### config.mk
export PLATFORM = sky130hd
export DESIGN_NAME = i2c_target_flat
export DESIGN_NICKNAME = d
export VERILOG_FILES = /design/src/rtl/i2c_target_if.sv /design/src/rtl/i2c_target.sv /design/src/flat_wrapper.sv
export SDC_FILE = /design/constraint.sdc
export NUM_CORES = 1
export LEC_CHECK = 0
export CAP_MARGIN = 15
export CORE_AREA = 2 2 71 73
export CTS_CLUSTER_SIZE = 10
export DETAILED_ROUTE_END_ITERATION = 6
export DIE_AREA = 0 0 73 75
export GPL_TIMING_DRIVEN = 0
export PLACE_DENSITY = 0.88
export SLEW_MARGIN = 5
export SYNTH_ARGS = -nofsm -noshare
export SYNTH_HDL_FRONTEND = slang
export SYNTH_SLANG_ARGS = --single-unit
### constraint.sdc
create_clock -name clk_in -period 4.9 [get_ports clk_in]
set_input_delay 0.98 -clock clk_in [delete_from_list [all_inputs] [get_ports clk_in]]
set_output_delay 0.98 -clock clk_in [all_outputs]
set_load 0.02 [all_outputs]
### src/rtl/i2c_target_if.sv
// Pin-side and host-side signals of the I2C target, bundled so the block has one bus port.
interface i2c_target_if;
    logic       scl_in;
    logic       sda_in;
    logic       sda_oe_out;
    logic [7:0] rx_data_out;
    logic       rx_valid_out;
    logic       rx_ready_in;
    logic       tx_req_out;
    logic [7:0] tx_data_in;
    logic       busy_out;

    modport slave (
        input  scl_in, sda_in, rx_ready_in, tx_data_in,
        output sda_oe_out, rx_data_out, rx_valid_out, tx_req_out, busy_out
    );

    modport master (
        output scl_in, sda_in, rx_ready_in, tx_data_in,
        input  sda_oe_out, rx_data_out, rx_valid_out, tx_req_out, busy_out
    );
endinterface

### src/rtl/i2c_target.sv
// Byte-oriented 7-bit I2C target: oversampled and filtered SCL/SDA, START/STOP detection,
// write bytes out on a valid/ready stream, read bytes fetched through a req/data handshake.
module i2c_target #(
    parameter logic [6:0] ADDRESS    = 7'h50,
    parameter int         FILTER_LEN = 3
) (
    input logic         clk_in,
    input logic         rst_n_in,
    i2c_target_if.slave bus
);
    typedef enum logic [3:0] {
        IDLE, ADDR, ADDR_ACK, WR_BYTE, WR_ACK, WR_NACK, RD_BYTE, RD_ACK, IGNORE
    } state_e;

    // Bit 0 carries SCL, bit 1 carries SDA through the synchronizer and filter.
    logic [1:0]      sync1_q, sync1_d, sync2_q, sync2_d;
    logic [1:0]      filt_q, filt_d, prev_q, prev_d;
    logic [1:0][2:0] cnt_q, cnt_d;

    state_e     state_q, state_d;
    logic [3:0] bit_cnt_q, bit_cnt_d;
    logic [6:0] shift_q, shift_d;
    logic [7:0] rx_data_q, rx_data_d, tx_byte_q, tx_byte_d;
    logic       sda_oe_q, sda_oe_d, rx_valid_q, rx_valid_d;
    logic       tx_req_q, tx_req_d, tx_load_q, tx_load_d, rw_q, rw_d;

    logic       scl_f, sda_f, scl_rise, scl_fall, start_det, stop_det;
    logic [7:0] rx_byte;

    assign scl_f     = filt_q[0];
    assign sda_f     = filt_q[1];
    assign scl_rise  = scl_f & ~prev_q[0];
    assign scl_fall  = ~scl_f & prev_q[0];
    assign start_det = scl_f & prev_q[0] & ~sda_f & prev_q[1];
    assign stop_det  = scl_f & prev_q[0] & sda_f & ~prev_q[1];
    assign rx_byte   = {shift_q, sda_f};

    // NOTE: every signal written here gets a default first, so no path leaves one unassigned (no latches).
    always_comb begin
        sync1_d = {bus.sda_in, bus.scl_in};
        sync2_d = sync1_q;
        prev_d  = filt_q;
        filt_d  = filt_q;
        cnt_d   = cnt_q;
        for (int i = 0; i < 2; i++) begin
            if (sync2_q[i] == filt_q[i]) begin
                cnt_d[i] = 3'd0;
            end else if (cnt_q[i] == 3'(FILTER_LEN - 1)) begin
                filt_d[i] = sync2_q[i];
                cnt_d[i]  = 3'd0;
            end else begin
                cnt_d[i] = cnt_q[i] + 3'd1;
            end
        end
    end

    always_comb begin
        state_d    = state_q;
        bit_cnt_d  = bit_cnt_q;
        shift_d    = shift_q;
        sda_oe_d   = sda_oe_q;
        rx_data_d  = rx_data_q;
        rx_valid_d = 1'b0;
        tx_req_d   = 1'b0;
        tx_load_d  = tx_req_q;
        tx_byte_d  = tx_load_q ? bus.tx_data_in : tx_byte_q;
        rw_d       = rw_q;

        if (start_det) begin
            state_d   = ADDR;
            bit_cnt_d = 4'd0;
            shift_d   = 7'd0;
            sda_oe_d  = 1'b0;
        end else if (stop_det) begin
            state_d   = IDLE;
            bit_cnt_d = 4'd0;
            sda_oe_d  = 1'b0;
        end else begin
            case (state_q)
                ADDR: if (scl_rise) begin
                    shift_d   = rx_byte[6:0];
                    bit_cnt_d = bit_cnt_q + 4'd1;
                    if (bit_cnt_q == 4'd7) begin
                        bit_cnt_d = 4'd0;
                        rw_d      = sda_f;
                        state_d   = (shift_q == ADDRESS && ADDRESS != 7'd0) ? ADDR_ACK : IGNORE;
                    end
                end
                // First fall asserts the ACK; the rise marks the ACK clock; the next fall ends it.
                ADDR_ACK: begin
                    if (scl_fall) begin
                        if (bit_cnt_q == 4'd0) begin
                            sda_oe_d = 1'b1;
                        end else begin
                            sda_oe_d  = 1'b0;
                            bit_cnt_d = 4'd0;
                            state_d   = WR_BYTE;
                        end
                    end else if (scl_rise) begin
                        if (rw_q) begin
                            tx_req_d  = 1'b1;
                            bit_cnt_d = 4'd0;
                            state_d   = RD_BYTE;
                        end else begin
                            bit_cnt_d = 4'd1;
                        end
                    end
                end
                WR_BYTE: if (scl_rise) begin
                    shift_d   = rx_byte[6:0];
                    bit_cnt_d = bit_cnt_q + 4'd1;
                    if (bit_cnt_q == 4'd7) begin
                        bit_cnt_d = 4'd0;
                        if (bus.rx_ready_in) begin
                            rx_data_d  = rx_byte;
                            rx_valid_d = 1'b1;
                            state_d    = WR_ACK;
                        end else begin
                            state_d = WR_NACK;
                        end
                    end
                end
                WR_ACK, WR_NACK: begin
                    if (scl_fall) begin
                        if (bit_cnt_q == 4'd0) begin
                            sda_oe_d = (state_q == WR_ACK);
                        end else begin
                            sda_oe_d  = 1'b0;
                            bit_cnt_d = 4'd0;
                            state_d   = WR_BYTE;
                        end
                    end else if (scl_rise) begin
                        bit_cnt_d = 4'd1;
                    end
                end
                // The ACK-clock fall that enters this state also puts out bit 7.
                RD_BYTE: begin
                    if (scl_fall) begin
                        if (bit_cnt_q == 4'd8) begin
                            sda_oe_d  = 1'b0;
                            bit_cnt_d = 4'd0;
                            state_d   = RD_ACK;
                        end else begin
                            sda_oe_d = ~tx_byte_q[~bit_cnt_q[2:0]];
                        end
                    end else if (scl_rise) begin
                        bit_cnt_d = bit_cnt_q + 4'd1;
                    end
                end
                RD_ACK: if (scl_rise) begin
                    if (!sda_f) begin
                        tx_req_d  = 1'b1;
                        bit_cnt_d = 4'd0;
                        state_d   = RD_BYTE;
                    end else begin
                        state_d = IGNORE;
                    end
                end
                IDLE, IGNORE: ;
                default: state_d = IDLE;
            endcase
        end
    end

    // NOTE: sequential state is updated only with non-blocking assignments so every flop samples pre-edge values.
    always_ff @(posedge clk_in or negedge rst_n_in) begin
        if (!rst_n_in) begin
            sync1_q    <= 2'b11;
            sync2_q    <= 2'b11;
            filt_q     <= 2'b11;
            prev_q     <= 2'b11;
            cnt_q      <= '0;
            state_q    <= IDLE;
            bit_cnt_q  <= 4'd0;
            shift_q    <= 7'd0;
            sda_oe_q   <= 1'b0;
            rx_data_q  <= 8'h00;
            rx_valid_q <= 1'b0;
            tx_req_q   <= 1'b0;
            tx_load_q  <= 1'b0;
            tx_byte_q  <= 8'h00;
            rw_q       <= 1'b0;
        end else begin
            sync1_q    <= sync1_d;
            sync2_q    <= sync2_d;
            filt_q     <= filt_d;
            prev_q     <= prev_d;
            cnt_q      <= cnt_d;
            state_q    <= state_d;
            bit_cnt_q  <= bit_cnt_d;
            shift_q    <= shift_d;
            sda_oe_q   <= sda_oe_d;
            rx_data_q  <= rx_data_d;
            rx_valid_q <= rx_valid_d;
            tx_req_q   <= tx_req_d;
            tx_load_q  <= tx_load_d;
            tx_byte_q  <= tx_byte_d;
            rw_q       <= rw_d;
        end
    end

    assign bus.sda_oe_out   = sda_oe_q;
    assign bus.rx_data_out  = rx_data_q;
    assign bus.rx_valid_out = rx_valid_q;
    assign bus.tx_req_out   = tx_req_q;
    assign bus.busy_out     = state_q inside {ADDR_ACK, WR_BYTE, WR_ACK, WR_NACK, RD_BYTE, RD_ACK};
endmodule

### src/flat_wrapper.sv
// flat-port wrapper written by rule: the top's interface ports become plain ports
module i2c_target_flat 
#(
    parameter logic [6:0] ADDRESS    = 7'h50,
    parameter int         FILTER_LEN = 3
)
  (clk_in, rst_n_in, bus_scl_in, bus_sda_in, bus_rx_ready_in, bus_tx_data_in, bus_sda_oe_out, bus_rx_data_out, bus_rx_valid_out, bus_tx_req_out, bus_busy_out);
  i2c_target_if bus_i ();
  input logic clk_in;
  input logic rst_n_in;
  input wire logic [$bits(bus_i.scl_in)-1:0] bus_scl_in;
  input wire logic [$bits(bus_i.sda_in)-1:0] bus_sda_in;
  input wire logic [$bits(bus_i.rx_ready_in)-1:0] bus_rx_ready_in;
  input wire logic [$bits(bus_i.tx_data_in)-1:0] bus_tx_data_in;
  output wire logic [$bits(bus_i.sda_oe_out)-1:0] bus_sda_oe_out;
  output wire logic [$bits(bus_i.rx_data_out)-1:0] bus_rx_data_out;
  output wire logic [$bits(bus_i.rx_valid_out)-1:0] bus_rx_valid_out;
  output wire logic [$bits(bus_i.tx_req_out)-1:0] bus_tx_req_out;
  output wire logic [$bits(bus_i.busy_out)-1:0] bus_busy_out;
  assign bus_i.scl_in = bus_scl_in;
  assign bus_i.sda_in = bus_sda_in;
  assign bus_i.rx_ready_in = bus_rx_ready_in;
  assign bus_i.tx_data_in = bus_tx_data_in;
  assign bus_sda_oe_out = bus_i.sda_oe_out;
  assign bus_rx_data_out = bus_i.rx_data_out;
  assign bus_rx_valid_out = bus_i.rx_valid_out;
  assign bus_tx_req_out = bus_i.tx_req_out;
  assign bus_busy_out = bus_i.busy_out;
  i2c_target #(.ADDRESS(ADDRESS), .FILTER_LEN(FILTER_LEN)) u_core (.clk_in(clk_in), .rst_n_in(rst_n_in), .bus(bus_i));
endmodule
Yosys cells after proc, flatten, opt, wreduce, memory -nomap -nowiden
Index checks and enable logic that the tools add are counted.
{"block": "word_totals", "in_bits": 13, "latch_bits": 0, "word_cells": 156, "output_inout_bits": 12, "mem_bits_ro": 0, "ramBits": 0, "reg_bits": 50, "mem_count": 0}
{"block": "op_classes", "bitwise": 17, "div": 0, "mux": 67, "multipliers": 0, "n_addsub": 3, "shifts": 0, "eq_ne": 33, "n_reduce_logical": 18, "n_lt_le_gt_ge": 1}
{"op": "4-bit two-way mux", "count": 30}
{"op": "4-bit by 1-bit inequality test with 1-bit output (second input constant)", "count": 10}
{"op": "7-bit two-way mux", "count": 4}
{"op": "4-bit one-hot mux with 7 select lines", "count": 1}
{"op": "1-bit two-way mux", "count": 24}
{"op": "4-bit by 3-bit equality test with 1-bit output (second input constant)", "count": 5}
{"op": "5-bit by 1-bit inequality test with 1-bit output (second input constant)", "count": 4}
{"op": "4-bit one-hot mux with 5 select lines", "count": 1}
{"op": "3-bit two-way mux", "count": 4}
{"op": "11-bit AND reduction", "count": 1}
{"op": "1-bit inverter", "count": 9}
{"op": "4-bit by 2-bit equality test with 1-bit output (second input constant)", "count": 2}
{"op": "4-bit equality test (second input constant)", "count": 2}
{"op": "4-bit logical NOT", "count": 2}
{"op": "8-bit AND reduction", "count": 1}
{"op": "1-bit AND", "count": 7}
{"op": "7-bit equality test (second input constant)", "count": 1}
{"op": "7-bit nonzero test", "count": 1}
{"op": "3-bit by 1-bit adder with 3-bit output (second input constant)", "count": 2}
{"op": "3-bit by 2-bit equality test with 1-bit output (second input constant)", "count": 2}
{"op": "6-bit AND reduction", "count": 1}
{"op": "6-bit nonzero test", "count": 1}
{"op": "2-bit OR reduction", "count": 3}
{"op": "5-bit inequality test (second input constant)", "count": 1}
{"op": "other kinds (17)", "count": 20}

Depth between registers and ports, before layout
{"block": "depth", "ltp_word": 9, "mapped_depth": 8, "depth_no_buf": 7}

Least setup slack after synthesis
Ideal clock, no wire load.
{"block": "synth_path", "path_type": "register to output", "startpoint": "reg u_core.state_q[1]", "endpoint": "out bus_busy_out", "path_buffers": 1, "setup_slack_ns": 2.858, "arrival_time_ns": 1.062, "path_stages_with_launch": 4, "t_required_ns": 3.920, "cell_sequence": "dfrtp_1 -> clkbuf_1 -> nor2_1 -> nor2_1"}
{"block": "synth_via", "elab_chain_cells": 2, "elab_cells_between_ends": 7, "cone_classes": "6 x eq/ne; 1 x reduce/logical"}
{"element": "from (decl)", "line": "i2c_target.sv:20", "text": "state_e state_q, state_d;"}
{"element": "from (signal assigned)", "line": "i2c_target.sv:189", "text": "state_q <= state_d;"}
{"element": "4-bit by 2-bit equality test with 1-bit output or 4-bit by 3-bit equality test with 1-bit output (tied branches)", "line": "i2c_target.sv:206", "text": "assign bus.busy_out = state_q inside {ADDR_ACK, WR_BYTE, WR_ACK, WR_NACK, RD_BYTE, RD_ACK};"}
{"element": "6-bit nonzero test (*)", "line": "i2c_target.sv:206"}
{"element": "to (decl)", "line": "flat_wrapper.sv:19", "text": "output wire logic [$bits(bus_i.busy_out)-1:0] bus_busy_out;"}
Mark *: on every way between the ends. The rest lies on a longest branch, timed or not.

Final worst setup path
Ends and elaborated chain as after synthesis.

==> impl_metrics.tcl <==
set metrics [dict create \
    mappedNetlistNets 272 \
    slowest_delay_ns 0.63 \
    drc 0 \
    post_cts_resized 0 \
    dp_cells 336 \
    path_common_cell "nor2_1" \
    final_hold_viol_count 0 \
    syn-instance-count 257 \
    antenna_found_initial 0 \
    synth_area_um2 2575 \
    r2r_slack_ns 2.79 \
    clockBufferDepth 2 \
    fin_cells 344 \
    dr.pass1.iters 4 \
    drtIter0Drc 277 \
    path_buf_inv 2 \
    die_h_um 75 \
    slew_violations 0 \
    rows 25 \
    dp_hpwl_mm 3.898 \
    postSynthAreaPerCell_um2 10.02 \
    end_kind "output port" \
    multi_input_area_um2 1226 \
    slowest_stage "clkdlybuf4s50_1" \
    irDropWorstVdd_mv 0.3545 \
    worstMarginPinSlew_ns 0.5767 \
    ant_nets 0 \
    grt_pass1_vias 2046 \
    power_mw 1.081 \
    drt-total-wl_mm 5.473 \
    numCtsBuffers 5 \
    crit_fanout 10 \
    dieArea_um2 5475 \
    leakagePower_nw 1.273 \
    fillers 366 \
    synthSimpleGateAreaFrac_pct 22.11 \
    gp_congestion 0.9568 \
    drive_gt1_share_pct 18.28 \
    place_ws_ns 2.243 \
    synth_xor_area_share_pct 2.041 \
    areaGrowthSynthToFinish_pct 15.94 \
    grt_pass1_wl_mm 9.515 \
    power_density_nw_per_um2 362.0 \
    nets 304 \
    core_area_um2 4661 \
    slew_headroom_pct 61.55 \
    synth-adder-area-share_pct 0.9718 \
    via_per_inst 5.901 \
    fin_crit_sh_pct 61.78 \
    setup_total_negative_slack_ns 0 \
    clk_latency_ns 0.31 \
    initial_core_util_pct 55.25 \
    synth_enable_flop_cells 0 \
    die_w_um 73 \
    finalClockSkew_ns 0.005306 \
    ff_latch_area_um2 1261 \
    setup_slack_ns 1.873 \
    cts_tree "yes" \
    synthFlopType "dfrtp_1" \
    rsz0062_at_grt "false" \
    dr_total_vias 2030 \
    path_clk_slew_ns 0.09 \
    synth-compound-area-share_pct 12.59 \
    cts_root_buffer "clkbuf_8" \
    status "completed" \
    synth_mux_area_share_pct 9.913 \
    synth.distinct_cells 50 \
    grt.overflow.total 0 \
    cts_sinks 50 \
    io_pins 25 \
    fmax_ghz 0.3303 \
    n_antenna_cell 0 \
    worstPathCellList "clkbuf_1, nor2_1, nor2_1, clkdlybuf4s50_1" \
    post_cts_buffers 0 \
    portBuffers 24 \
    worst_setup_path_start_kind "register" \
    worst_hold_path_type "register to register" \
    ys_seq_area_share_pct 48.98 \
    cts_hold_buf 0 \
    yosys_register_bits 50 \
    post-route-util_pct 64.05 \
    synth_top_family_by_area "simple AND/OR/NAND/NOR gates" \
    drv_cap 0 \
    min_period_ns 3.027 \
    grt_max_degree 27 \
    crit_family "buffers and inverters" \
    setup_viol 0 \
    grtUsageTotal_pct 22.90 \
    drt-wirelength-per-cell_um 15.91 \
    async_flop_share_pct 100.0 \
    cts_max_level 2 \
    required_ns 3.92 \
    synth_warnings 0 \
    path_class "register to output port" \
    cp.arrival_ns 2.05 \
]
worst register-to-register path, stage by stage, from the launching register on:
cell and delay (ns):
dfrtp_1 0.52, ha_1 0.23, nand3b_1 0.20, o211ai_1 0.23
a21oi_1 0.12, o31ai_4 0.33, mux2_2 0.38
cell type report:
class | instances | area share (%)
multi-input cells | 190 | 41.07
flip-flops and latches | 50 | 42.25
plain buffers | 11 | 2.179
inverters | 6 | 0.7544
clock inverters | 3 | 0.6287
well taps | 54 | 2.263
repair buffers | 25 | 8.550
clock buffers | 5 | 2.305
layer usage:
metal | track usage, % | wire (um) | vias to the layer above
li1 | - | - | 968
met1 | 29.63 | 2372 | 983
met2 | 37.64 | 2707 | 69
met3 | 5.087 | 285 | 10
met4 | 9.259 | 107 | 0
met5 | 0 | 0 | -
logic make-up (layout without fill, tap and decap cells):
logic type / Yosys count / in the layout
multiplexers: 21 / 21
flip-flops: 50 / 50
AND/OR/NAND/NOR: 116 / 116
adder cells (fa/ha/maj): 2 / 2
buffers and inverters: 17 / 50
XOR/XNOR: 6 / 6
AO/OA/AOI/OAI: 45 / 45
metrics by stage:
| stage | hold WS [ns] | instance area [um^2] |
|---|---|---|
| floorplan | 0.3452 | 2575 |
| global placement | 0.3460 | 2883 |
| detailed placement | 0.3476 | 2898 |
| CTS | 0.3611 | 2985 |
| global route | 0.3707 | 2985 |
| finish | 0.3598 | 2985 |
registers in the layout, summed over array words and instances, names as in the netlist:
signal,cells
u_core.bit_cnt_q,4
u_core.bus.rx_data_out,8
u_core.bus.rx_valid_out,1
u_core.bus.sda_oe_out,1
u_core.bus.tx_req_out,1
u_core.cnt_q,6
u_core.filt_q,2
u_core.prev_q,2
u_core.rw_q,1
u_core.shift_q,7
u_core.state_q,4
u_core.sync1_q,2
u_core.sync2_q,2
u_core.tx_byte_q,8
u_core.tx_load_q,1
final timing paths:
kind                                startpoint             endpoint  cells after the start
setup / recovery             u_core.state_q[1]         bus_busy_out                      4
hold / removal               u_core.sync1_q[1]    u_core.sync2_q[1]                      0
setup reg to reg           u_core.bit_cnt_q[0]    u_core.state_q[2]                      6
hold reg to reg              u_core.sync1_q[1]    u_core.sync2_q[1]                      0
max in group asynchronous             rst_n_in     u_core.prev_q[1]                      2
min in group asynchronous             rst_n_in  u_core.bit_cnt_q[2]                      1
power by group:
part / switching, mW / internal [mW]
sequential: 0.0522 / 0.470
combinational: 0.174 / 0.137
clock: 0.145 / 0.101
synthesized netlist by cell type, types with 2 or more instances:
library cell  count  area [um^2]
a21oi_1           9        45.04
nand3_1           8        40.04
nor3_1            6        30.03
o211ai_1          4        30.03
xor2_1            2        17.52
nand2_1          52        195.2
nor2b_1           8        50.05
mux2i_1           3        30.03
xnor2_1           4        35.03
nand2b_1          4        25.02
mux4_2            2        45.04
o32ai_1           2        17.52
or2_2             2        12.51
dfstp_2           8        210.2
nor4b_1           3        26.28
o21a_1            2        15.01
inv_1             6        22.52
clkbuf_1          4        15.01
o21ai_0          14        70.07
mux2_2           16        180.2
ha_1              2        25.02
nand4_1           6        37.54
a211o_1           2        17.52
buf_4             6        45.04
dfrtp_1          42         1051
nor2_1           16        60.06
layout by cell type (no fill, tap or decap), types with 2 or more instances in the layout:
| cell | count |
|---|---|
| a211o_1 | 2 |
| a21oi_1 | 9 |
| buf_2 | 2 |
| buf_4 | 6 |
| clkbuf_1 | 4 |
| clkbuf_8 | 5 |
| clkdlybuf4s50_1 | 23 |
| clkinv_2 | 2 |
| dfrtp_1 | 42 |
| dfstp_2 | 8 |
| ha_1 | 2 |
| inv_1 | 6 |
| mux2_2 | 16 |
| mux2i_1 | 3 |
| mux4_2 | 2 |
| nand2_1 | 52 |
| nand2b_1 | 4 |
| nand3_1 | 8 |
| nand4_1 | 6 |
| nor2_1 | 16 |
| nor2b_1 | 8 |
| nor3_1 | 6 |
| nor4b_1 | 3 |
| o211ai_1 | 4 |
| o21a_1 | 2 |
| o21ai_0 | 14 |
| o32ai_1 | 2 |
| or2_2 | 2 |
| xnor2_1 | 4 |
| xor2_1 | 2 |
Note: power is estimated with default switching activity, not from simulation.
